### src/rtl/rom_arb_pkg.sv
// Shared definitions for the two-client ROM burst arbiter: default widths,
// FSM state encodings and the requester-id type.
package rom_arb_pkg;

    // Default ROM geometry: 16 words of 8 bits.
    localparam int DEF_ADDR_W = 4;
    localparam int DEF_DATA_W = 8;

    // Controller states, kept as plain constants so older tools and
    // waveform scripts that expect raw encodings keep working.
    localparam logic [1:0] IDLE  = 2'd0;
    localparam logic [1:0] BURST = 2'd1;
    localparam logic [1:0] DRAIN = 2'd2;

    // Identifies one of the two requesters.
    typedef logic rid_t;

    localparam rid_t RID0 = 1'b0;
    localparam rid_t RID1 = 1'b1;

    // One-hot grant vector for a given requester id.
    function automatic logic [1:0] onehot2(input rid_t id);
        logic [1:0] v;
        v = 2'b00;
        v[id] = 1'b1;
        return v;
    endfunction

endpackage

### src/rtl/rr_arb2.sv
// Two-way round-robin picker. A lone requester always wins; when both ask,
// the one that was not served most recently wins.
module rr_arb2
    import rom_arb_pkg::*;
(
    input  logic [1:0] req,
    input  rid_t       last_served,
    output logic [1:0] grant,
    output rid_t       winner
);

    // Winner selection and one-hot grant, purely combinational.
    always_comb begin
        winner = RID0;
        grant  = 2'b00;
        if (req == 2'b11) begin
            winner = ~last_served;
        end else if (req[1]) begin
            winner = RID1;
        end else begin
            winner = RID0;
        end
        if (|req) begin
            grant = onehot2(winner);
        end
    end

endmodule

### src/rtl/rom_burst_arbiter.sv
// Shares one combinational ROM between two burst requesters. The granted
// requester's start address and length are captured at grant time and the
// words are streamed out through a registered valid/ready channel.
module rom_burst_arbiter
    import rom_arb_pkg::*;
#(
    parameter int ADDR_W = DEF_ADDR_W,
    parameter int DATA_W = DEF_DATA_W
) (
    input  logic              clk,
    input  logic              rst,
    input  logic [1:0]        req,
    input  logic [ADDR_W-1:0] addr0,
    input  logic [ADDR_W-1:0] addr1,
    input  logic [ADDR_W-1:0] len0,
    input  logic [ADDR_W-1:0] len1,
    output logic [1:0]        ack,
    output logic [ADDR_W-1:0] rom_addr,
    input  logic [DATA_W-1:0] rom_data,
    output logic              rd_valid,
    input  logic              rd_ready,
    output logic [DATA_W-1:0] rd_data,
    output rid_t              rd_id,
    output logic              rd_last,
    output logic              busy
);

    logic [1:0]        state;
    logic [1:0]        next_state;
    logic [ADDR_W-1:0] ptr;
    logic [ADDR_W-1:0] cnt;
    rid_t              id;
    rid_t              last_served;
    logic [1:0]        grant;
    rid_t              winner;
    logic              grant_now;
    logic              load;
    logic              accept;
    logic              last_word;

    rr_arb2 u_arb (
        .req         (req),
        .last_served (last_served),
        .grant       (grant),
        .winner      (winner)
    );

    // A new burst is only granted from IDLE, which guarantees an idle cycle
    // between bursts and makes req changes mid-burst invisible.
    assign grant_now = (state == IDLE) && (|req);

    // The output register takes a new word when it is empty or its current
    // word leaves this cycle, so a steady rd_ready gives one word per cycle.
    assign accept    = rd_valid && rd_ready;
    assign load      = (state == BURST) && (!rd_valid || rd_ready);
    assign last_word = (cnt == '0);

    // The ROM is addressed straight from the burst pointer; outside BURST it
    // simply holds the pointer's last value.
    assign rom_addr = ptr;
    assign busy     = (state != IDLE);

    // Next-state decode for IDLE -> BURST -> DRAIN -> IDLE.
    always_comb begin
        next_state = state;
        case (state)
            IDLE: begin
                if (grant_now) begin
                    next_state = BURST;
                end
            end
            BURST: begin
                if (load && last_word) begin
                    next_state = DRAIN;
                end
            end
            DRAIN: begin
                if (accept) begin
                    next_state = IDLE;
                end
            end
            default: begin
                next_state = IDLE;
            end
        endcase
    end

    // State register; reset abandons any burst in progress.
    always_ff @(posedge clk) begin
        if (rst) begin
            state <= IDLE;
        end else begin
            state <= next_state;
        end
    end

    // Grant bookkeeping: one-cycle ack pulse, round-robin history and the
    // burst descriptor captured from the winner. last_served resets to 1 so
    // requester 0 wins the first contested grant.
    always_ff @(posedge clk) begin
        if (rst) begin
            ack         <= 2'b00;
            last_served <= RID1;
            id          <= RID0;
            ptr         <= '0;
            cnt         <= '0;
        end else begin
            ack <= 2'b00;
            if (grant_now) begin
                ack         <= grant;
                last_served <= winner;
                id          <= winner;
                ptr         <= (winner == RID1) ? addr1 : addr0;
                cnt         <= (winner == RID1) ? len1  : len0;
            end else if (load) begin
                ptr <= ptr + 1'b1;
                cnt <= cnt - 1'b1;
            end
        end
    end

    // Output beat register. Data, id and last only change on a load, so they
    // hold steady while the consumer stalls; DRAIN retires the final beat.
    always_ff @(posedge clk) begin
        if (rst) begin
            rd_valid <= 1'b0;
            rd_data  <= '0;
            rd_id    <= RID0;
            rd_last  <= 1'b0;
        end else if (load) begin
            rd_valid <= 1'b1;
            rd_data  <= rom_data;
            rd_id    <= id;
            rd_last  <= last_word;
        end else if ((state == DRAIN) && accept) begin
            rd_valid <= 1'b0;
            rd_last  <= 1'b0;
        end
    end

endmodule

### config.mk
export PLATFORM = sky130hd
export DESIGN_NAME = rom_burst_arbiter
export DESIGN_NICKNAME = d
export VERILOG_FILES = /design/src/rtl/rom_arb_pkg.sv /design/src/rtl/rr_arb2.sv /design/src/rtl/rom_burst_arbiter.sv
export SDC_FILE = /design/constraint.sdc
export NUM_CORES = 1
export LEC_CHECK = 0
export BUFFER_PORTS_ARGS = -buffer_cell sky130_fd_sc_hd__buf_2
export CAP_MARGIN = 20
export CORE_UTILIZATION = 44
export CTS_CLUSTER_DIAMETER = 80
export DETAILED_ROUTE_END_ITERATION = 8
export PLACE_DENSITY = 0.73
export SYNTH_ARGS = -nofsm -noshare
export SYNTH_HDL_FRONTEND = slang
export SYNTH_HIERARCHICAL = 1
export SYNTH_SLANG_ARGS = --single-unit
### constraint.sdc
create_clock -name clk -period 1.9 [get_ports clk]
set_input_delay 0.475 -clock clk [delete_from_list [all_inputs] [get_ports clk]]
set_output_delay 0.475 -clock clk [all_outputs]
set_load 0.1 [all_outputs]
# Word-level counts from Yosys, hierarchy flattened
# Cells that the tools add are included.
# totals
wordCells	56
out_inout_bits	18
input_bits	29
register_bits	25
# classes
addsub	2
eq_ne	6
n_reduce_logical	16
bitwise	3
order_cmp	2
n_mux	17
# op_table
operator	n
$mux W4	6
$logic_and A1 B1 Y1	6
$mux W1	6
$mux W2	3
$pmux W2 S3	1
$reduce_bool A2 Y1	3
$add A4 B1 Y4 const B	1
$eq A2 B2 Y1 const B	2
$logic_not A4 Y1	1
$ne A2 B2 Y1 const B	2
$sub A4 B1 Y4 const B	1
$not A1 Y1	3
$reduce_and A3 Y1	1
$reduce_or A3 Y1	1
$eq A2 B1 Y1 const B	1
$logic_not A2 Y1	1
$lt A1 B2 Y1 const B	1
$ne A2 B1 Y1 const B	1
$reduce_or A2 Y1	1
$demux W1 S1	1
$ge A1 B1 Y1 const B	1
$logic_not A1 Y1	1
$logic_or A1 B1 Y1	1

# Longest topological paths before layout
# Gate-level depths: netlist (run 1).
# depth
ltp_word	6
ltp_mapped	6
mapped_depth_nobuf	5

# Cells and area by module
# Netlist (run 1), hierarchy kept.
# by_module_without_submodules
mod	n_inst	area_per_inst_um2	cells_each	seq_area_each_um2
rom_burst_arbiter	1	1202.4	134	500.5
rr_arb2	1	26.3	4	0.0

# Least setup slack after synthesis (run 1)
# Ideal clock, no wire load.
# synth_path
path_kind	register to register
start	register rd_valid
end	register ptr[0], in the netlist rom_addr[0]
arrival_ns	1.917
path_slack_ns	-0.088
path_stages_with_launch	7
path_buffers	2
period_less_slack_ns	1.988
path_cell_list	dfxtp_1 > and2b_4 > nand2b_1 > buf_4 > buf_4 > nand3_1 > a21oi_1
# synth_between
elab_chain_cells	4
# synth_rtl
element	line	rtl
start: declaration	rom_burst_arbiter.sv:20	output logic rd_valid,
start signal: assignment	rom_burst_arbiter.sv:126	rd_valid <= 1'b0;
start signal: assignment	rom_burst_arbiter.sv:131	rd_valid <= 1'b1;
start signal: assignment	rom_burst_arbiter.sv:136	rd_valid <= 1'b0;
$logic_not A1 Y1	rom_burst_arbiter.sv:55	assign load = (state == BURST) && (!rd_valid || rd_ready);
$logic_or A1 B1 Y1	rom_burst_arbiter.sv:55	
$logic_and A1 B1 Y1	rom_burst_arbiter.sv:55	
$reduce_bool A2 Y1 (no line)	--	
end signal: assignment	rom_burst_arbiter.sv:113	ptr <= (winner == RID1) ? addr1 : addr0;
end signal: assignment	rom_burst_arbiter.sv:116	ptr <= ptr + 1'b1;
end: declaration	rom_burst_arbiter.sv:30	logic [ADDR_W-1:0] ptr;
# Every way passes these cells.
# A chain may end at the register's enable or synchronous reset.

# Final worst setup path (run 1)
# layout_path
start	register state[0]
end	output busy
# layout_between
elab_chain_cells	1
# layout_rtl
element	line	rtl
start: declaration	rom_burst_arbiter.sv:28	logic [1:0] state;
start signal: assignment	rom_burst_arbiter.sv:93	state <= next_state;
$reduce_bool A2 Y1	rom_burst_arbiter.sv:61	assign busy = (state != IDLE);
end: declaration	rom_burst_arbiter.sv:25	output logic busy
# Every way passes these cells.

==> impl_metrics.ini, run 1 <==
[yosys]
syn_inst = 138
synth_edf_count = 0
post-synth-top-area-cell = dfxtp_1
synth-seq-cells = 25
synth_area_um2 = 1229
synth_fa_ha_area_frac = 0.03055
synth_top_family_by_area = compound AO/OA/AOI/OAI gates
synth_most_common_cell = dfxtp_1
async_flop_share = 0
ys_top_cells_by_area = dfxtp_1 41%, nand2_1 7.0%, a21oi_1 6.1%
netlist.area_leader.share = 0.4073
syn-num-nets = 170
synth-compound-area-share = 0.2332
yosys-mux-area-fraction = 0.05295
synth_xor_area_frac = 0.01426
synth_flop_cell = dfxtp_1
synth-simple-area-share = 0.2047
avgSynthCellArea_um2 = 8.903
synthTopCellsByCount = 25 x dfxtp_1, 23 x nand2_1, 15 x a21oi_1
synth_seq_area_share = 0.4073
yosys_warnings = 6
ys_types = 36

[flow_run]
timing.max_cap.violations = 0

[finish]
layout-drive-gt1-share = 0.3946
stdcell_count = 215
fill_cells = 254
layout.nets = 218
area_growth_pct = 23.01
antenna_cells = 0

[hold_path]
holdCritPathClass = in2reg

[pwr]
p_comb_frac = 0.495
net-switching-power_uw = 852.8
static-leakage-power_uw = 0.0006740
switching_share = 0.4803
clock_power_share = 0.131
internal_power_uw = 922.8
power.density_nw_per_um2 = 1175
power_frac_seq = 0.373
peakVddDrop_mv = 0.6070

[floorplan]
fp.coreArea_um2 = 2567
die-area_um2 = 3008
die_h_um = 54.85
ios = 47
die_w_um = 54.85
rows = 18
start_util = 0.4786

[timing]
tightest_slew_ns = 0.5034
fin_worst_skew_ns = 0.006753
fin_setup_tns_ns = 0
slew_headroom = 0.6644
finalCritPeriodShare = 0.9127
timing.fmax_ghz = 0.5767
hold_slack_ns = 0.3779
grt_setup_unrepaired = false
finalSetupViolCount = 0
fin_crit_ns = 1.734
final_max_slew_viol_count = 0
hold_viol_final = 0

[critical_path]
cp_cell_sequence = or2_4 -> buf_2
criticalPathCategory = reg2out
required_ns = 1.42
slowest_stage = buf_2
crit_path_start_kind = flip-flop
crit_buf_inv = 1
cp-end-kind = output port
arrival_ns = 1.26
cpLargestDelayFamily = buffers and inverters
path_max_fanout = 4
critical_path.max_stage_delay_ns = 0.42

[global_route]
grt_pass1_vias = 979
grt_pass1_wl_um = 4174
grt_remaining_overflow = 0
antenna_found_initial = 0
grt_max_degree = 26
grt_usage = 0.1974

[detailed_routing]
dr.pass1.iters = 4
routedWlPerCell_um = 12.84
drt_iter0_markers = 16
vias_per_cell = 5.274
wl_um = 2761
drtAntennaViolNets = 0
via_count = 1134
route.detailed.drc = 0

[clock_network]
h-tree-depth = 1
cts_tree = yes
clkLatencyLatePin_ns = 0.31
path_clk_slew_ns = 0.14
ctsRootBufferMaster = clkbuf_4
clkSinkCount = 25
cts_resized = 0
post-cts-setup-buffers = 0
postCtsHoldBufs = 0
cts-buffers-inserted = 3
cts_buffer_depth = 2

[placed_design]
gp_congestion = 0.8469
dp_hpwl_um = 2072
numPortBuffers = 46
dpl.cell_count = 211

[status]
status = finished, final reports clean
[power by group through the flow]
stage               combinational, µW  sequential, µW  clock [µW]
floorplan                         391            1010           0
global placement                  864             669           0
detailed placement                881             674           0
CTS                               882             662         244
global route                      941             673         258
finish                            879             663         233
[final timing paths]
path,startpoint,endpoint,slack [ns],cells past startpoint
setup / recovery,state[0],busy,0.17,2
hold / removal,rom_data[6],rd_data[6],0.38,3
hold reg to reg,id,rd_id,0.47,2
setup reg to reg,state[1],cnt[3],0.45,5
[state kept, by name (all words and copies together) (netlist names)]
register	count
cnt	4
last_served	1
rd_data	8
rd_valid	1
id	1
rom_addr	4
rd_id	1
state	2
rd_last	1
ack	2
[kinds of logic (layout without fill, tap and decap cells)]
logic type,count (synthesis),after routing
muxes,6,6
DFF,25,25
adders and majority gates,3,3
AOI/OAI and AO/OA,40,40
xor gates and xnor gates,2,2
buffers and inverters,12,59
and+or+nand+nor,50,50
[stage by stage]
step / total power (µW) / setup WS, ns / instance area [µm²] / util
6_report: 1776 / 0.1659 / 1511 / 0.5887
5_1_grt: 1872 / 0.1145 / 1511 / 0.5887
4_1_cts: 1788 / 0.1588 / 1511 / 0.5887
3_5_place_dp: 1555 / 0.1923 / 1484 / 0.5780
3_3_place_gp: 1533 / 0.2601 / 1484 / 0.5780
2_1_floorplan: 1399 / 0.1721 / 1230 / -
[cells in the final DEF (no fill, tap or decap), types with 2 or more instances in the layout]
| master | Yosys | final |
|---|---|---|
| a211oi_2 | 4 | 4 |
| a21boi_1 | 3 | 3 |
| a21oi_1 | 15 | 15 |
| a21oi_2 | 3 | 3 |
| a22oi_1 | 2 | 2 |
| a31oi_1 | 3 | 3 |
| buf_2 | 2 | 46 |
| buf_4 | 2 | 6 |
| clkbuf_4 | 0 | 3 |
| dfxtp_1 | 25 | 24 |
| ha_1 | 3 | 3 |
| inv_1 | 3 | 3 |
| mux2_2 | 4 | 4 |
| mux2i_1 | 2 | 2 |
| nand2_1 | 23 | 23 |
| nand2b_1 | 2 | 2 |
| nand3_1 | 5 | 5 |
| nor2_1 | 5 | 5 |
| nor2b_1 | 3 | 3 |
| nor3_1 | 4 | 4 |
| nor3b_2 | 2 | 2 |
| o21ai_1 | 2 | 2 |
| o221a_1 | 2 | 2 |
| o22a_1 | 2 | 2 |
| xnor2_1 | 2 | 2 |
[layer usage]
metal / part of all wire / vias up / GRT usage / routed length (µm)
li1: - / 578 / - / -
met1: 0.47 / 526 / 0.2441 / 1300
met2: 0.47 / 26 / 0.3353 / 1306
met3: 0.042 / 4 / 0.03056 / 116
met4: 0.014 / 0 / 0.08120 / 38
met5: 0 / - / 0 / 0
[layout make-up]
cell class | count | area (µm²) | share of cell area
repair buffers | 52 | 275.3 | 0.1821
inverters | 3 | 11.26 | 0.007450
multi-input cells | 101 | 658.1 | 0.4354
well taps | 30 | 37.54 | 0.02483
clock buffers | 3 | 22.52 | 0.01490
flip-flops and latches | 25 | 501.7 | 0.3320
clock inverters | 1 | 5.005 | 0.003311
[worst min-delay path, stage by stage]
cell,delay [ns]
buf_2,0.09
nand2_1,0.04
a21oi_1,0.05
No activity file was read; power rests on OpenSTA's default activity.
==> inputs of run 2 (changes only) <==
--- a/config.mk
+++ b/config.mk
@@ -5,12 +5,11 @@
 export SDC_FILE = /design/constraint.sdc
 export NUM_CORES = 1
 export LEC_CHECK = 0
-export BUFFER_PORTS_ARGS = -buffer_cell sky130_fd_sc_hd__buf_2
 export CAP_MARGIN = 20
 export CORE_UTILIZATION = 44
 export CTS_CLUSTER_DIAMETER = 80
 export DETAILED_ROUTE_END_ITERATION = 8
-export PLACE_DENSITY = 0.73
+export DONT_BUFFER_PORTS = 1
 export SYNTH_ARGS = -nofsm -noshare
 export SYNTH_HDL_FRONTEND = slang
 export SYNTH_HIERARCHICAL = 1
==> run 2 against run 1 <==
Compared with the run above: die area is the same; first-iteration DRC count shrank 31%; sequential power shrank 2%; count of clock-buffer cells in the layout grew 1; critical path depth did not move; power fell by 1.1%; combinational power is 1% lower; sequential share of layout area increased by 2.3 points; clock power about the same; via count down 8.6%; critical endpoint unchanged.
==> impl_metrics.ini, run 2 (synthesis gave the netlist of run 1 again) <==
[clock_network]
clkSinkCount = 25
ctsRootBufferMaster = clkbuf_4
cts_tree = yes
cts-buffers-inserted = 3
cts_buffer_depth = 2
cts_resized = 0
path_clk_slew_ns = 0.13
post-cts-setup-buffers = 0
postCtsHoldBufs = 0
h-tree-depth = 1
clkLatencyLatePin_ns = 0.32

[global_route]
grt_pass1_vias = 894
antenna_found_initial = 0
grt_max_degree = 26
grt_usage = 0.1833
grt_pass1_wl_um = 3884
grt_remaining_overflow = 0

[floorplan]
die-area_um2 = 3008
die_h_um = 54.85
ios = 47
rows = 18
die_w_um = 54.85
fp.coreArea_um2 = 2567
start_util = 0.4786

[timing]
grt_setup_unrepaired = false
finalCritPeriodShare = 0.8516
hold_viol_final = 0
final_max_slew_viol_count = 0
fin_worst_skew_ns = 0.009907
tightest_slew_ns = 0.6989
timing.fmax_ghz = 0.6181
fin_crit_ns = 1.618
slew_headroom = 0.5341
finalSetupViolCount = 0
worst_slack_ns = 0.2821
fin_setup_tns_ns = 0

[critical_path]
cp_cell_sequence = or2_4 -> buf_4
critical_path.max_stage_delay_ns = 0.35
path_max_fanout = 4
r2r_cells = 5
cp-end-kind = output port
crit_buf_inv = 1
crit_path_start_kind = flip-flop
crit_end = busy
r2r_start = state[1]
slowest_stage = dfxtp_1
arrival_ns = 1.14
criticalPathCategory = reg2out
critPathLaunch = state[1]
cp.depth = 2
required_ns = 1.42
cpLargestDelayFamily = flip-flops
ff2ff_setup_slack_ns = 0.29
r2r_end = last_served

[finish]
area_growth_pct = 14.97
fill_cells = 264
layout-drive-gt1-share = 0.2710
final_cell_mix = 24 x dfxtp_1, 23 x nand2_1, 21 x buf_4, 15 x a21oi_1
layout.nets = 188
fin_area_um2 = 1413
largest_reg_flops = 8
max_flop_register = rd_data
finish.utilization = 0.5502
antenna_cells = 0
final_common_cell = dfxtp_1

[placed_design]
dp_hpwl_um = 1834
pre_cts_ws_ns = 0.2590
gp_congestion = 0.7673
placed_area_um2 = 1386
numPortBuffers = 0

[hold_path]
min_from = rst
holdCritPathClass = in2reg

[status]
status = finished, final reports clean

[detailed_routing]
dr.pass1.iters = 4
drtAntennaViolNets = 0
drt_iter0_markers = 11
vias_per_cell = 5.605
via_count = 1037
route.detailed.drc = 0
routedWlPerCell_um = 13.58
wl_um = 2512

[pwr]
peakVddDrop_mv = 0.6192
power.density_nw_per_um2 = 1243
static-leakage-power_uw = 0.0005583
power.total_uw = 1756

[flow_run]
timing.max_cap.violations = 0
-- run 2: area by class of cell --
class	count	area (µm²)	area share
multi-input cells	101	658.1	0.4659
flip-flops and latches	25	501.7	0.3552
repair buffers	22	177.7	0.1258
well taps	30	37.54	0.02657
clock buffers	4	26.28	0.01860
inverters	3	11.26	0.007972
-- run 2: report_power, final --
part	switching (µW)	total (µW)	internal (µW)
logic	626	870	244
clock network	150	232	82.1
registers	49.2	653	604
-- run 2: per-layer routing --
metal	vias up	wire [µm]	global-route usage
met3	5	181	0.04167
met5	-	0	0
met2	34	1113	0.2932
met1	479	1173	0.2333
met4	0	43	0.07692
li1	519	-	-
-- run 2: how the worst min path moves through the flow --
stage	cells after the start	end
after floorplan	2	rd_id
after global placement	2	rd_id
after detailed placement	2	rd_id
after CTS	1	rom_addr[3]
after global routing	1	rom_addr[3]
final	1	rd_valid
-- run 2: stage by stage --
step           hold WS (ns)  instances
4_1_cts              0.1945        185
3_5_place_dp         0.4460        181
3_3_place_gp         0.4345        181
6_report             0.1991        185
2_1_floorplan        0.4321        138
5_1_grt              0.1746        185
